### src/rtl/cond_pkg.sv
// ---------------------------------------------------------------------------
// cond_pkg
// Shared types for the flag/condition logic.
//   cond_e     : ARM 4-bit condition code (EQ..NV)
//   nzcv_t     : architectural flags, packed {n,z,c,v} (n is the MSB)
//   NZCV_RESET : default reset value of the flag register
// ---------------------------------------------------------------------------
package cond_pkg;

    typedef enum logic [3:0] {
        COND_EQ = 4'b0000,
        COND_NE = 4'b0001,
        COND_HS = 4'b0010,
        COND_LO = 4'b0011,
        COND_MI = 4'b0100,
        COND_PL = 4'b0101,
        COND_VS = 4'b0110,
        COND_VC = 4'b0111,
        COND_HI = 4'b1000,
        COND_LS = 4'b1001,
        COND_GE = 4'b1010,
        COND_LT = 4'b1011,
        COND_GT = 4'b1100,
        COND_LE = 4'b1101,
        COND_AL = 4'b1110,
        COND_NV = 4'b1111
    } cond_e;

    typedef struct packed {
        logic n;
        logic z;
        logic c;
        logic v;
    } nzcv_t;

    localparam logic [3:0] NZCV_RESET = 4'b0000;

endpackage

### src/rtl/cond_eval.sv
// ---------------------------------------------------------------------------
// cond_eval
// Purely combinational evaluation of an ARM condition code against a set of
// flags. Shared by B.cond and the conditional-select datapath.
//   i_flags : flags {n,z,c,v}
//   i_cond  : condition code
//   o_taken : 1 when the condition holds (AL and NV always hold)
// ---------------------------------------------------------------------------
module cond_eval
    import cond_pkg::*;
(
    input  nzcv_t i_flags,
    input  cond_e i_cond,
    output logic  o_taken
);

    logic w_n_eq_v;

    assign w_n_eq_v = (i_flags.n == i_flags.v);

    always_comb begin
        o_taken = 1'b0;
        case (i_cond)
            COND_EQ: o_taken = i_flags.z;
            COND_NE: o_taken = !i_flags.z;
            COND_HS: o_taken = i_flags.c;
            COND_LO: o_taken = !i_flags.c;
            COND_MI: o_taken = i_flags.n;
            COND_PL: o_taken = !i_flags.n;
            COND_VS: o_taken = i_flags.v;
            COND_VC: o_taken = !i_flags.v;
            COND_HI: o_taken = i_flags.c && !i_flags.z;
            COND_LS: o_taken = !i_flags.c || i_flags.z;
            COND_GE: o_taken = w_n_eq_v;
            COND_LT: o_taken = !w_n_eq_v;
            COND_GT: o_taken = !i_flags.z && w_n_eq_v;
            COND_LE: o_taken = i_flags.z || !w_n_eq_v;
            COND_AL: o_taken = 1'b1;
            COND_NV: o_taken = 1'b1;
            default: o_taken = 1'b0;
        endcase
    end

endmodule

### src/rtl/flag_cond_unit.sv
// ---------------------------------------------------------------------------
// flag_cond_unit
// Captures ALU flags into the architectural NZCV register and produces a
// registered branch-taken decision for B.cond requests (1-cycle latency).
//   clk, reset       : clock (rising edge), asynchronous active-high reset
//   write_flags_i    : ALU flag-write strobe, flags on negative_i/zero_flag_i/
//                      carry_i/overflow_i
//   stall_i          : freezes NZCV and the decision registers
//   flush_i          : cancels the request presented this cycle
//   cond_valid_i     : evaluation request, cond_i = condition code
//   nzcv_o           : stored {N,Z,C,V}
//   taken_valid_o    : decision valid (held while stalled)
//   branch_taken_o   : decision, meaningful when taken_valid_o=1
//   cond_err_o       : sticky, set by an accepted NV (4'b1111) request
// Parameters:
//   BYPASS     : 1 = a request in a flag-write cycle sees the incoming flags
//   RESET_NZCV : reset value of the NZCV register
// ---------------------------------------------------------------------------
module flag_cond_unit
    import cond_pkg::*;
#(
    parameter bit         BYPASS     = 1'b1,
    parameter logic [3:0] RESET_NZCV = NZCV_RESET
) (
    input  logic       clk,
    input  logic       reset,
    input  logic       write_flags_i,
    input  logic       negative_i,
    input  logic       zero_flag_i,
    input  logic       carry_i,
    input  logic       overflow_i,
    input  logic       stall_i,
    input  logic       flush_i,
    input  logic       cond_valid_i,
    input  logic [3:0] cond_i,
    output logic [3:0] nzcv_o,
    output logic       taken_valid_o,
    output logic       branch_taken_o,
    output logic       cond_err_o
);

    nzcv_t r_nzcv;
    logic  r_taken_valid;
    logic  r_branch_taken;
    logic  r_cond_err;

    nzcv_t w_in_flags;
    nzcv_t w_eval_flags;
    cond_e w_cond;
    logic  w_taken;
    logic  w_accept;

    assign w_in_flags = '{n: negative_i, z: zero_flag_i, c: carry_i, v: overflow_i};
    assign w_cond     = cond_e'(cond_i);
    assign w_accept   = cond_valid_i && !stall_i && !flush_i;

    // Without bypass a request in a write cycle sees the old flags while the
    // new ones land on the same edge.
    assign w_eval_flags = (BYPASS && write_flags_i) ? w_in_flags : r_nzcv;

    cond_eval u_cond_eval (
        .i_flags (w_eval_flags),
        .i_cond  (w_cond),
        .o_taken (w_taken)
    );

    always_ff @(posedge clk or posedge reset) begin
        if (reset) begin
            r_nzcv         <= nzcv_t'(RESET_NZCV);
            r_taken_valid  <= 1'b0;
            r_branch_taken <= 1'b0;
            r_cond_err     <= 1'b0;
        end else if (!stall_i) begin
            if (write_flags_i) begin
                r_nzcv <= w_in_flags;
            end
            r_taken_valid <= w_accept;
            // Decision holds its last value when no request is accepted.
            if (w_accept) begin
                r_branch_taken <= w_taken;
                if (w_cond == COND_NV) begin
                    r_cond_err <= 1'b1;
                end
            end
        end
    end

    assign nzcv_o         = r_nzcv;
    assign taken_valid_o  = r_taken_valid;
    assign branch_taken_o = r_branch_taken;
    assign cond_err_o     = r_cond_err;

endmodule
### config.mk
export PLATFORM = sky130hd
export DESIGN_NAME = flag_cond_unit
export DESIGN_NICKNAME = d
export VERILOG_FILES = /design/src/rtl/cond_pkg.sv /design/src/rtl/cond_eval.sv /design/src/rtl/flag_cond_unit.sv
export SDC_FILE = /design/constraint.sdc
export NUM_CORES = 1
export LEC_CHECK = 0
export CORE_MARGIN = 3
export CORE_UTILIZATION = 42
export CTS_CLUSTER_SIZE = 24
export DETAILED_ROUTE_END_ITERATION = 10
export MAX_ROUTING_LAYER = met4
export PLACE_DENSITY = 0.76
export SETUP_SLACK_MARGIN = 0.4
export SLEW_MARGIN = 30
export SYNTH_ARGS = -nofsm -noshare
export SYNTH_HDL_FRONTEND = slang
export SYNTH_SLANG_ARGS = --single-unit
### constraint.sdc
create_clock -name clk -period 1.81 [get_ports clk]
set_input_delay 0.181 -clock clk [delete_from_list [all_inputs] [get_ports clk]]
set_output_delay 0.181 -clock clk [all_outputs]
set_load 0.01 [all_outputs]
==> metrics.md <==
| Metric | Value |
|---|---|
| Result of the run | `complete, no violations` |
| Synth top area share | `approximately 30%` |
| Syn avg cell area | `about 9 um2` |
| Sequential area share after synthesis | `a little under a third` |
| Ports | `21` |
| Post-CTS Setup Inserts | `0` |
| Clock transition at path regs | `about 50 ps` |
| Prevailing post-synth register cell | `dfrtp_1` |
| Sw Ratio | `roughly a third` |
| # diodes | `0` |
| Die ar. | `around 1900 um2` |
| Arr. time, crit path | `approximately 1600 ps` |
| Multi-input gate area | `372 um2` |
| Clock network power share | `roughly 25%` |
| Post-synth cell types | `33` |
| Setup violators final | `0` |
| Flops & latches, synth | `7` |
| Worst Hold Class | `in -> async` |
| Fin crit period | `between 1500 and 2000 ps` |
| Vias | `612` |
| Share of layout cells above drive strength 1 | `a little under a fifth` |
| Total grt overflow | `0` |
| Post-synth EDFFs | `0` |
| YS warnings | `0` |
| Post-route ant nets | `0` |
| Max clock buf depth | `2` |
| CTS root buf | `clkbuf_4` |
| Detailed placer's ending HPWL | `between 1000 and 1500 um` |
| Fin. max-slew vios | `0` |
| DR DRC count | `0` |
| Starting DRT DRC Count | `14` |
| Cts bufs inserted | `3` |
| Critical Path Source Type | `register` |
| Critical Path Source | `nzcv_o[1]$_DFFE_PP0N_` |
| FILL cells | `100` |
| Final period util | `a little over four fifths` |
| Yosys top cell by area | `dfrtp_1` |
| Clock Skew | `around 1.8 ps` |
| Combinational power share | `39.8%` |
| DR pass1 iterations | `4` |
| Minimum hold slack | `166 ps` |
| Core box area | `roughly 1200 um2` |
| Nets@finish | `~110` |
| Cell Area, Synth | `just under 600 um2` |
| Power Density | `between 600 and 700 nW/um2` |
| Final Wtd Congestion | `0.865` |
| First-pass GRT wire length | `approximately 2700 um` |
| RSZ-0062 raised after global routing | `true` |
| Crit Path Category | `reg -> reg` |
| Vias in the first global route | `580` |
| Rows | `12` |
| H-tree levels | `1` |
| Starting Density | `48.0%` |
| Max transition margin | `about four fifths` |
| Detailed-route vias per instance | `a little under 6` |
| Reg area | `175 um2` |
| Hold Violations, Final | `0` |
| CTS sink cnt | `7` |
| CP Capture Type | `register` |
| Worst vdd ir | `~400 uV` |
| Worst reg2reg path depth | `5` |
| Drt wl/cell | `approximately 15 um` |
| Post-synth ARST share | `between 90% and 100%` |
| Max Fclk | `0.659 GHz` |
| Utilization after layout | `just over 70%` |
| Worst-margin pin slew | `between 300 and 400 ps` |
| Max-Cap Viols | `0` |
| GRT Total Usage | `20.0%` |
| Post-Route WL | `1600 um` |
| Chip Width | `around 43 um` |
| Pint | `about 0.4 mW` |
| Count leader, synth | `dfrtp_1` |
| Switching Power | `0.184 mW` |
| Hold-fix buffers, CTS | `0` |
| CP Max Fanout | `3` |
| Largest cells by area after synthesis | `dfrtp_1, mux2i_1, mux2_2, nor2b_1, xnor2_1` |
| CTS tree | `yes` |
| Syn_nets | `77` |
| Seq pwr share | `a little over a third` |
| Area grow syn2layout | `50.5%` |
| Critical R2R Launch | `nzcv_o[1]$_DFFE_PP0N_` |
| Post-synth top cells | `dfrtp_1, mux2i_1, nor2b_1` |
| Overall die height | `around 43 um` |
| Port Buffers | `20` |
| Worst path required time | `approximately 1900 ps` |
| Largest net degree at the start of global routing | `10` |
| Syn Inst Count | `63` |
| Initial antenna violation count | `0` |
| Leakage | `about 0.4 nW` |
| Clk_lat worst skew | `roughly 250 ps` |
==> metal layers <==
metal  global-route usage (%)  up-vias  part of all wire [%]
met5                        -        -                     0
met4                     7.23        0                   2.9
met3                     6.36        6                   8.4
met2                     30.5       31                    48
met1                     24.6      281                    41
li1                         -      294                     -
==> cells by family (layout without fill, tap and decap cells) <==
group / Yosys count / in the layout / share of synthesized area [%]
and+or+nand+nor: 22 / 22 / 21.7
muxes: 9 / 9 / 17.1
DFF: 7 / 7 / 30.4
AOI/OAI and AO/OA: 17 / 17 / 22.6
buffers and inverters: 6 / 35 / 5.21
xor gates and xnor gates: 2 / 2 / 3.04
==> what timing repair did <==
item	4_1_cts	5_1_grt
resized for setup	4	3
hold endpoints to repair	0	0
pin swaps	0	1
endpoints found under the setup margin	3	3
==> cells in the final DEF, fill, tap and decap left out, drive strengths merged, types with 2 or more instances in the layout <==
master / netlist / routed
clkdlybuf4s50: 0 / 13
buf: 1 / 9
dfrtp: 7 / 7
nor2b: 5 / 5
mux2i: 5 / 5
nand2: 4 / 4
dlygate4sd2: 0 / 4
mux2: 4 / 4
clkbuf: 3 / 4
nor2: 3 / 3
o21ai: 3 / 3
dlymetal6s2s: 0 / 3
xnor2: 2 / 2
nand3: 2 / 2
o211ai: 2 / 2
nand3b: 2 / 2
inv: 2 / 2
==> stage by stage <==
step	area, um2	setup TNS, ps	setup slack, ps	total power [mW]	instances
2_1_floorplan	577	0	320	0.321	63
3_3_place_gp	840	-52.2	-52.2	0.446	102
3_5_place_dp	840	-93.0	-93.0	0.451	102
4_1_cts	861	0	276	0.593	106
5_1_grt	868	0	178	0.623	106
6_report	868	0	293	0.584	106
==> worst paths after layout <==
check / endpoint / slack, ps
max reg2reg: branch_taken_o$_DFFE_PP0P_ / 290
min reg2reg: cond_err_o$_DFFE_PP0P_ / 480
max in group asynchronous: cond_err_o$_DFFE_PP0P_ / 1430
max: branch_taken_o$_DFFE_PP0P_ / 290
min in group clk: branch_taken_o$_DFFE_PP0P_ / 450
min: nzcv_o[1]$_DFFE_PP0N_ / 170
==> power by group through the flow <==
stage          registers [mW]  clock network [mW]  logic, mW
5_1_grt                 0.211               0.162      0.251
3_5_place_dp            0.211                   0      0.240
6_report                0.207               0.145      0.232
3_3_place_gp            0.209                   0      0.237
4_1_cts                 0.207               0.149      0.236
2_1_floorplan           0.218                   0      0.103
==> worst max-delay path: stages, from the launching register on <==
cell and delay (ps):
dfrtp_1 400, mux2_4 290, a22o_1 210, o21a_1 170, a2111oi_2 190, a31oi_1 120
==> flip-flops by register name, summed over array words and instances, names as in the netlist <==
name,cells
branch_taken_o,1
cond_err_o,1
nzcv_o,4
taken_valid_o,1
==> final cells by class <==
type / instances / area share (%)
Timing Repair Buffer: 29 / 31.1
Multi-Input combinational cell: 50 / 42.8
Inverter: 2 / 0.865
Tap cell: 14 / 2.02
Sequential cell: 7 / 20.2
Clock buffer: 4 / 3.03
Power figures use the tool's default switching activity.
